**config.mk**
```make
export PLATFORM = sky130hd
export DESIGN_NAME = step_dir_monitor
export DESIGN_NICKNAME = d
export VERILOG_FILES = /design/src/rtl/step_dir_monitor.sv
export SDC_FILE = /design/constraint.sdc
export NUM_CORES = 1
export LEC_CHECK = 0
export ABC_CLOCK_PERIOD_IN_PS = 3720
export CORE_ASPECT_RATIO = 1.75
export CORE_UTILIZATION = 33
export CTS_CLUSTER_SIZE = 28
export DETAILED_ROUTE_END_ITERATION = 8
export HOLD_SLACK_MARGIN = 0.02
export PLACE_DENSITY_LB_ADDON = 0.08
export SETUP_SLACK_MARGIN = 0.2
export SLEW_MARGIN = 10
export SYNTH_ARGS = -nofsm -noshare
export SYNTH_HDL_FRONTEND = slang
export SYNTH_SLANG_ARGS = --single-unit
```
**constraint.sdc**
```tcl
create_clock -name clk -period 3.72 [get_ports clk]
set_clock_uncertainty 0.1 [all_clocks]
set_input_delay 0.93 -clock clk [delete_from_list [all_inputs] [get_ports clk]]
set_output_delay 0.93 -clock clk [all_outputs]
set_load 0.03 [all_outputs]
```
**src/rtl/step_dir_monitor.sv**
```systemverilog
`default_nettype none
// ============================================================================
// Module   : step_dir_monitor
// Brief    : Synchronizes a step/dir pair, counts accepted steps and flags
//            setup, pulse-width, hold and step-count-wrap violations.
// Revision : 1.0 - initial release
// ============================================================================
module step_dir_monitor #(
    parameter int SYNC_STAGES = 2
) (
    input  logic        clk,
    input  logic        reset,
    input  logic        step,
    input  logic        dir,
    input  logic [31:0] min_setup,
    input  logic [31:0] min_pulse,
    input  logic [31:0] min_hold,
    input  logic        clear,
    output logic [31:0] position,
    output logic [31:0] step_count,
    output logic [3:0]  err,
    output logic        step_stb,
    output logic        step_dir
);

    localparam int               ARM_W    = $clog2(SYNC_STAGES + 1);
    localparam logic [ARM_W-1:0] ARM_DONE = ARM_W'(SYNC_STAGES);
    localparam logic [31:0]      ALL_ONES = 32'hFFFF_FFFF;

    typedef enum logic [1:0] {
        ST_ARM  = 2'd0,
        ST_IDLE = 2'd1,
        ST_HIGH = 2'd2,
        ST_HOLD = 2'd3
    } state_t;

    state_t                 state, state_next;
    logic [SYNC_STAGES-1:0] step_sync, dir_sync;
    logic                   step_p, dir_p;
    logic [31:0]            dir_age, high_cnt, hold_cnt;
    logic [31:0]            high_next, hold_next;
    logic [ARM_W-1:0]       arm_cnt, arm_next;

    logic        step_s, dir_s, rise, fall, dir_chg;
    logic        accept, setup_err, pulse_err, hold_err, wrap_err;
    logic [31:0] pos_base, cnt_base, pos_next, cnt_next;
    logic [3:0]  err_next;

    assign step_s  = step_sync[SYNC_STAGES-1];
    assign dir_s   = dir_sync[SYNC_STAGES-1];
    assign rise    = step_s & ~step_p;
    assign fall    = ~step_s & step_p;
    assign dir_chg = dir_s ^ dir_p;

    always_ff @(posedge clk) begin
        if (reset) begin
            step_sync <= '0;
            dir_sync  <= '0;
            step_p    <= 1'b0;
            dir_p     <= 1'b0;
            dir_age   <= '0;
        end else begin
            step_sync <= {step_sync[SYNC_STAGES-2:0], step};
            dir_sync  <= {dir_sync[SYNC_STAGES-2:0], dir};
            step_p    <= step_s;
            dir_p     <= dir_s;
            if (dir_chg)
                dir_age <= '0;
            else if (dir_age != ALL_ONES)
                dir_age <= dir_age + 32'd1;
        end
    end

    always_ff @(posedge clk) begin
        if (reset) begin
            state    <= ST_ARM;
            high_cnt <= '0;
            hold_cnt <= '0;
            arm_cnt  <= '0;
        end else begin
            state    <= state_next;
            high_cnt <= high_next;
            hold_cnt <= hold_next;
            arm_cnt  <= arm_next;
        end
    end

    // ARM waits until the synchronizer has refilled after reset, so a step
    // held high through reset never looks like a fresh rise.
    always_comb begin
        state_next = state;
        high_next  = high_cnt;
        hold_next  = hold_cnt;
        arm_next   = arm_cnt;
        accept     = 1'b0;
        pulse_err  = 1'b0;
        hold_err   = 1'b0;
        case (state)
            ST_ARM: begin
                if (arm_cnt != ARM_DONE)
                    arm_next = arm_cnt + 1'b1;
                else if (!step_s)
                    state_next = ST_IDLE;
            end
            ST_IDLE: begin
                if (rise) begin
                    accept     = 1'b1;
                    high_next  = 32'd1;
                    state_next = ST_HIGH;
                end
            end
            ST_HIGH: begin
                if (fall) begin
                    pulse_err  = (high_cnt < min_pulse);
                    hold_next  = '0;
                    state_next = ST_HOLD;
                end else if (step_s && high_cnt != ALL_ONES) begin
                    high_next = high_cnt + 32'd1;
                end
            end
            ST_HOLD: begin
                hold_err = dir_chg && (hold_cnt < min_hold);
                if (hold_cnt != ALL_ONES)
                    hold_next = hold_cnt + 32'd1;
                if (rise) begin
                    accept     = 1'b1;
                    high_next  = 32'd1;
                    state_next = ST_HIGH;
                end else if (hold_cnt >= min_hold) begin
                    state_next = ST_IDLE;
                end
            end
            default: state_next = ST_ARM;
        endcase
    end

    // clear zeroes the bases first so a same-cycle step or error still lands.
    always_comb begin
        pos_base  = clear ? 32'd0 : position;
        cnt_base  = clear ? 32'd0 : step_count;
        setup_err = accept && ((dir_age < min_setup) || (dir_chg && (min_setup != 32'd0)));
        wrap_err  = accept && (cnt_base == ALL_ONES);
        pos_next  = pos_base;
        cnt_next  = cnt_base;
        if (accept) begin
            pos_next = dir_s ? (pos_base + 32'd1) : (pos_base - 32'd1);
            cnt_next = cnt_base + 32'd1;
        end
        err_next = (clear ? 4'd0 : err) | {wrap_err, hold_err, pulse_err, setup_err};
    end

    always_ff @(posedge clk) begin
        if (reset) begin
            position   <= '0;
            step_count <= '0;
            err        <= '0;
            step_stb   <= 1'b0;
            step_dir   <= 1'b0;
        end else begin
            position   <= pos_next;
            step_count <= cnt_next;
            err        <= err_next;
            step_stb   <= accept;
            if (accept)
                step_dir <= dir_s;
        end
    end

endmodule
`default_nettype wire
```
==> flow_summary.json, run 1 <==
{
  "status": "completed",
  "cts_tree": "done",
  "drtPass1Iterations": 6,
  "cts-root-buf": "clkbuf_16",
  "ys_types": 71,
  "clock_path_buffers": 2,
  "cts.sinks": 176,
  "syn_area_per_cell_um2": 7.953,
  "antenna_found_initial": 0,
  "synthFlopType": "dfxtp_1",
  "ir_drop_mv": 0.3090,
  "grt_pass1_wl_mm": 55.01,
  "crit_type": "in2reg",
  "drc": 0,
  "grt.overflow.total": 0,
  "htree_levels": 4,
  "cts_made_buffers": 17,
  "syn_area_um2": 11790,
  "finalHoldViolCount": 0,
  "io_pins": 171,
  "die_h_um": 252.1,
  "power_per_cell_area_nw_per_um2": 284.5,
  "min_period_over_period": 0.8968,
  "period_needed_ns": 3.336,
  "synthesis.nets": 1714,
  "p_leak_nw": 6.345,
  "p_total_mw": 4.241,
  "ys_seq_area_frac": 0.2987,
  "io_buffers": 170,
  "drv_cap": 0,
  "worstPathRequired_ns": 3.95,
  "tightest_slew_ns": 0.8392,
  "hold_path_class": "reg2reg",
  "initial_core_util": 0.3352,
  "dpl.hpwl_mm": 26.74,
  "gp_congestion": 0.8204,
  "dp.cells": 2130,
  "async_flop_share": 0,
  "setup_violations": 0,
  "max-slew-margin-rel": 0.4372,
  "via_count": 10950,
  "final_max_slew_viol_count": 0,
  "max_freq_mhz": 299.8,
  "yosys.area.top_type": "dfxtp_1",
  "tns_ns": 0,
  "grt_pass1_vias": 11000,
  "whs_ns": 0.3386,
  "clk_pin_slew_ns": 0.07,
  "finish.utilization": 0.4237,
  "synth-seq-cells": 176,
  "die-width_um": 144.9,
  "grt_usage": 0.1901,
  "startpoint_type": "input pin",
  "via_per_inst": 5.059,
  "synthCells": 1483,
  "core-area_um2": 35180,
  "dr.first_iter.drc_count": 393,
  "synth_edf_count": 0,
  "fillers": 3622,
  "route.antenna.remaining_nets": 0,
  "area_growth_pct": 26.41,
  "drive_above_1_share": 0.06298,
  "wl_mm": 34.28,
  "arrival_ns": 3.57,
  "wl_per_cell_um": 15.83,
  "rsz0062_at_grt": "no",
  "die_area_um2": 36530,
  "fin_cells": 2165,
  "reg2reg_slack_ns": 0.43,
  "synth.area.top_cells": "dfxtp_1 30%, ha_1 14%, nor2_1 5.5%, xor2_1 5.1%, nand2_1 4.0%",
  "num_rows": 91,
  "grt_max_degree": 60,
  "end_kind": "register",
  "clkLatencyLatePin_ns": 0.45,
  "layout.nets": 1918,
  "yosysWarningCount": 0,
  "yosysTopAreaCellShare": 0.2987,
  "worstPathMaxFanout": 12,
  "ctsHoldBuffers": 0
}
## final cells by class
class	instances	area, um2	area share
Antenna cell	1	2.502	0.0001679
Clock buffer	21	470.5	0.03156
Clock inverter	10	78.83	0.005287
Inverter	119	450.4	0.03021
Multi-Input combinational cell	1149	7677	0.5150
Sequential cell	176	3525	0.2364
Tap cell	465	581.8	0.03903
Timing Repair Buffer	223	2115	0.1418
Timing Repair inverter	1	7.507	0.0005036
## cells in the final DEF, fill, tap and decap left out, drive strengths merged, types with 19 or more instances in the layout
cell           instances
a21o                  39
nor2                 175
nand2                125
nor4                  20
o21ai                 59
xnor2                 52
nor3                  38
dfxtp                176
a21oi                 80
inv                  121
nor2b                 51
clkbuf                21
nand4                 59
buf                   55
or3                   19
ha                   129
nand3                 48
clkdlybuf4s50        168
and3                  25
xor2                  69
## synth_stat cells, drive strengths merged (3+ instances only)
cell type / count
ha: 129
buf: 4
a31oi: 13
nand2b: 11
nor4b: 3
nand2: 125
xnor2: 52
o21a: 12
or4: 3
a21oi: 80
nor2: 175
inv: 119
a22o: 3
nand4: 59
xor2: 69
o31ai: 5
nor4: 20
mux2i: 9
or3: 19
clkbuf: 35
nor2b: 51
o21bai: 6
nand3: 48
nor3: 38
o211ai: 7
or2: 5
a21o: 39
nand3b: 3
a22oi: 3
and3: 25
a211oi: 17
nor3b: 4
and4: 11
a211o: 3
dfxtp: 176
and2: 6
a41oi: 3
o21ai: 59
a2111oi: 7
## where the power goes
group | total (mW) | leakage, nW | switching, mW | internal [mW]
combinational | 0.580 | 4.67 | 0.304 | 0.276
sequential | 1.94 | 1.42 | 0.0255 | 1.91
clock | 1.73 | 0.259 | 0.815 | 0.911
## path summary, 6_finish.rpt
kind                            cells after the start            to          from
worst max-delay path                               12  position[25]         clear
worst min-delay path                                1  step_sync[1]  step_sync[0]
worst max register to register                     11  position[25]   dir_sync[1]
worst min register to register                      1  step_sync[1]  step_sync[0]
## logic make-up (layout without fill, tap and decap cells)
logic type,after synthesis,in the layout,share of synthesized area
adder cells (fa/ha/maj),130,130,0.1386
other,0,1,0
AND/OR/NAND/NOR,615,615,0.2662
XOR/XNOR,121,121,0.08986
buffers and inverters,158,374,0.05092
flip-flops,176,176,0.2987
AO/OA/AOI/OAI,274,274,0.1481
multiplexers,9,9,0.007639
## critical path: stages
cell,delay [ns]
buf_2,0.19
buf_12,0.18
nor2b_1,0.15
ha_1,0.27
a211o_1,0.30
a21oi_1,0.25
nand2_1,0.10
o21ai_0,0.40
a21oi_1,0.21
o21ai_0,0.27
mux2i_1,0.22
o41ai_1,0.09
## per-layer routing
layer	vias up	wire, um	share of wire	GRT usage
met4	0	781	0.023	0.07538
met1	5131	13710	0.40	0.1938
met2	168	18890	0.55	0.3812
li1	5618	-	-	-
met3	35	895	0.026	0.02640
met5	-	0	0	0
## flip-flops by register name (all words and copies together), names as in the netlist, 2 cells and up
register    cells
high_cnt       32
step_sync       2
arm_cnt         2
dir_age        32
step_count     32
state           2
err             4
dir_sync        2
position       32
hold_cnt       32
## metrics by stage
step / area [um2] / worst slack [ns]
3_3_place_gp: 14330 / -0.02596
6_report: 14910 / 0.3841
2_1_floorplan: 11810 / 0.2468
3_5_place_dp: 14330 / -0.05077
5_1_grt: 14910 / 0.2177
4_1_cts: 14880 / 0.2980
## timing repair
item	in CTS	in global routing
gates resized for setup	0	5
endpoints found under the setup margin	0	8
buffers inserted	0	2
Note: power is estimated with default switching activity, not from simulation.
==> inputs of run 2 (changes only) <==
--- a/config.mk
+++ b/config.mk
@@ -11,6 +11,7 @@
 export CTS_CLUSTER_SIZE = 28
 export DETAILED_ROUTE_END_ITERATION = 8
 export HOLD_SLACK_MARGIN = 0.02
+export MAX_ROUTING_LAYER = met4
 export PLACE_DENSITY_LB_ADDON = 0.08
 export SETUP_SLACK_MARGIN = 0.2
 export SLEW_MARGIN = 10
==> run 2 against run 1 <==
- worst setup slack about the same
- via count decreased by 0.14%
- sequential share of layout area unchanged
- critical path depth increased by 1
- utilization unchanged
- critical endpoint is now position[21]
- largest power group unchanged
- highest routed layer unchanged
==> flow_summary.json, run 2 (synthesis results as in run 1) <==
{
  "setup_violations": 0,
  "critPathBufInv": 3,
  "cts-root-buf": "clkbuf_16",
  "ctsHoldBuffers": 0,
  "end_kind": "register",
  "grt_max_degree": 60,
  "grt_usage": 0.1959,
  "critPathMaxStageDelay_ns": 0.40,
  "layout.nets": 1918,
  "die-width_um": 144.9,
  "startpoint_type": "input pin",
  "wl_mm": 34.28,
  "crit_slowest_cell": "o21ai_0",
  "fin_cells": 2165,
  "clk_pin_slew_ns": 0.07,
  "cp_cell_sequence": "buf_2, buf_12, nor2b_1, ha_1, a211o_1, a21oi_1, nand2_1, o21ai_0, a21oi_1, buf_4, nor3_1, nor3_1, a31o_2",
  "core-area_um2": 35180,
  "p_int_mw": 3.097,
  "status": "completed",
  "swShare": 0.2700,
  "die_area_um2": 36530,
  "dpl.hpwl_mm": 26.74,
  "finalHoldViolCount": 0,
  "drv_cap": 0,
  "most-common-layout-cells": "175 x dfxtp_1, 174 x nor2_1, 168 x clkdlybuf4s50_1",
  "finish.utilization": 0.4237,
  "cts_made_buffers": 17,
  "crit_type": "in2reg",
  "placed_area_um2": 14330,
  "p_switching_mw": 1.145,
  "route.antenna.remaining_nets": 0,
  "grt.overflow.total": 0,
  "cts.sinks": 176,
  "grt_pass1_vias": 10990,
  "min_period_over_period": 0.8969,
  "period_needed_ns": 3.336,
  "post-place-ws_ns": -0.05077,
  "cts_tree": "done",
  "area_growth_pct": 26.41,
  "final_max_slew_viol_count": 0,
  "power_per_cell_area_nw_per_um2": 284.6,
  "p_leak_nw": 6.345,
  "clock_path_buffers": 2,
  "worstPathRequired_ns": 3.96,
  "combPwrFrac": 0.137,
  "io_buffers": 170,
  "p_total_mw": 4.243,
  "fin_ws_ns": 0.3836,
  "pwr-share-seq": 0.456,
  "worstPathMaxFanout": 12,
  "gp_congestion": 0.8327,
  "wl_per_cell_um": 15.83,
  "max-slew-margin-rel": 0.4291,
  "num_rows": 91,
  "cpLargestDelayFamily": "compound AO/OA/AOI/OAI gates",
  "final_common_cell": "dfxtp_1",
  "max_freq_mhz": 299.7,
  "drc": 0,
  "via_per_inst": 5.052,
  "via_count": 10940,
  "dr.first_iter.drc_count": 404,
  "dp.cells": 2130,
  "drive_above_1_share": 0.06298,
  "initial_core_util": 0.3352,
  "whs_ns": 0.3386,
  "drtPass1Iterations": 4,
  "antenna_found_initial": 0,
  "p_clk_frac": 0.407,
  "fin_area_um2": 14910,
  "ir_drop_mv": 0.3104,
  "tightest_slew_ns": 0.8513,
  "clkLatencyLatePin_ns": 0.45,
  "hold_path_class": "reg2reg",
  "die_h_um": 252.1,
  "htree_levels": 4,
  "arrival_ns": 3.58,
  "grt_pass1_wl_mm": 55.06,
  "rsz0062_at_grt": "no",
  "tns_ns": 0,
  "io_pins": 171
}
[run 2: power groups by stage]
stage	clock network [mW]	logic, mW	registers (mW)
floorplan	0	0.313	1.98
global placement	0	0.579	1.98
detailed placement	0	0.583	1.98
CTS	1.81	0.587	1.94
global route	1.87	0.646	1.94
finish	1.73	0.580	1.94
[run 2: cell type report]
class                           count  area, um2
Fill cell                        3622      20270
Multi-Input combinational cell   1149       7677
Sequential cell                   176       3525
Timing Repair Buffer              223       2115
Tap cell                          465      581.8
Clock buffer                       21      470.5
Inverter                          119      450.4
Clock inverter                     10      78.83
Timing Repair inverter              1      7.507
Antenna cell                        1      2.502
[run 2: path summary, 6_finish.rpt]
| check | from | endpoint | slack, ns | depth (start not counted) |
|---|---|---|---|---|
| worst max-delay path | clear | position[21] | 0.38 | 13 |
| worst min-delay path | step_sync[0] | step_sync[1] | 0.34 | 1 |
| worst max register to register | dir_sync[1] | position[21] | 0.44 | 12 |
| worst min register to register | step_sync[0] | step_sync[1] | 0.34 | 1 |
[run 2: routing by layer]
metal  routed length [um]  vias to the layer above  part of all wire  track usage
li1                     -                     5622                 -            -
met1                13760                     5125              0.40       0.1950
met2                18840                      153              0.55       0.3805
met3                  890                       37             0.026      0.02622
met4                  787                        0             0.023      0.07538
met5                    0                        -                 0            -
[run 2: timing repair]
item / CTS / global route
setup buffers: 0 / 2
gates resized for setup: 0 / 5
endpoints found under the setup margin: 0 / 8
==> inputs of run 3 (changes only) <==
--- a/config.mk
+++ b/config.mk
@@ -8,6 +8,7 @@
 export ABC_CLOCK_PERIOD_IN_PS = 3720
 export CORE_ASPECT_RATIO = 1.75
 export CORE_UTILIZATION = 33
+export CTS_CLUSTER_DIAMETER = 40
 export CTS_CLUSTER_SIZE = 28
 export DETAILED_ROUTE_END_ITERATION = 8
 export HOLD_SLACK_MARGIN = 0.02
==> results of run 3 <==
No change in the layout: final DEF, timing and power equal those of run 2.
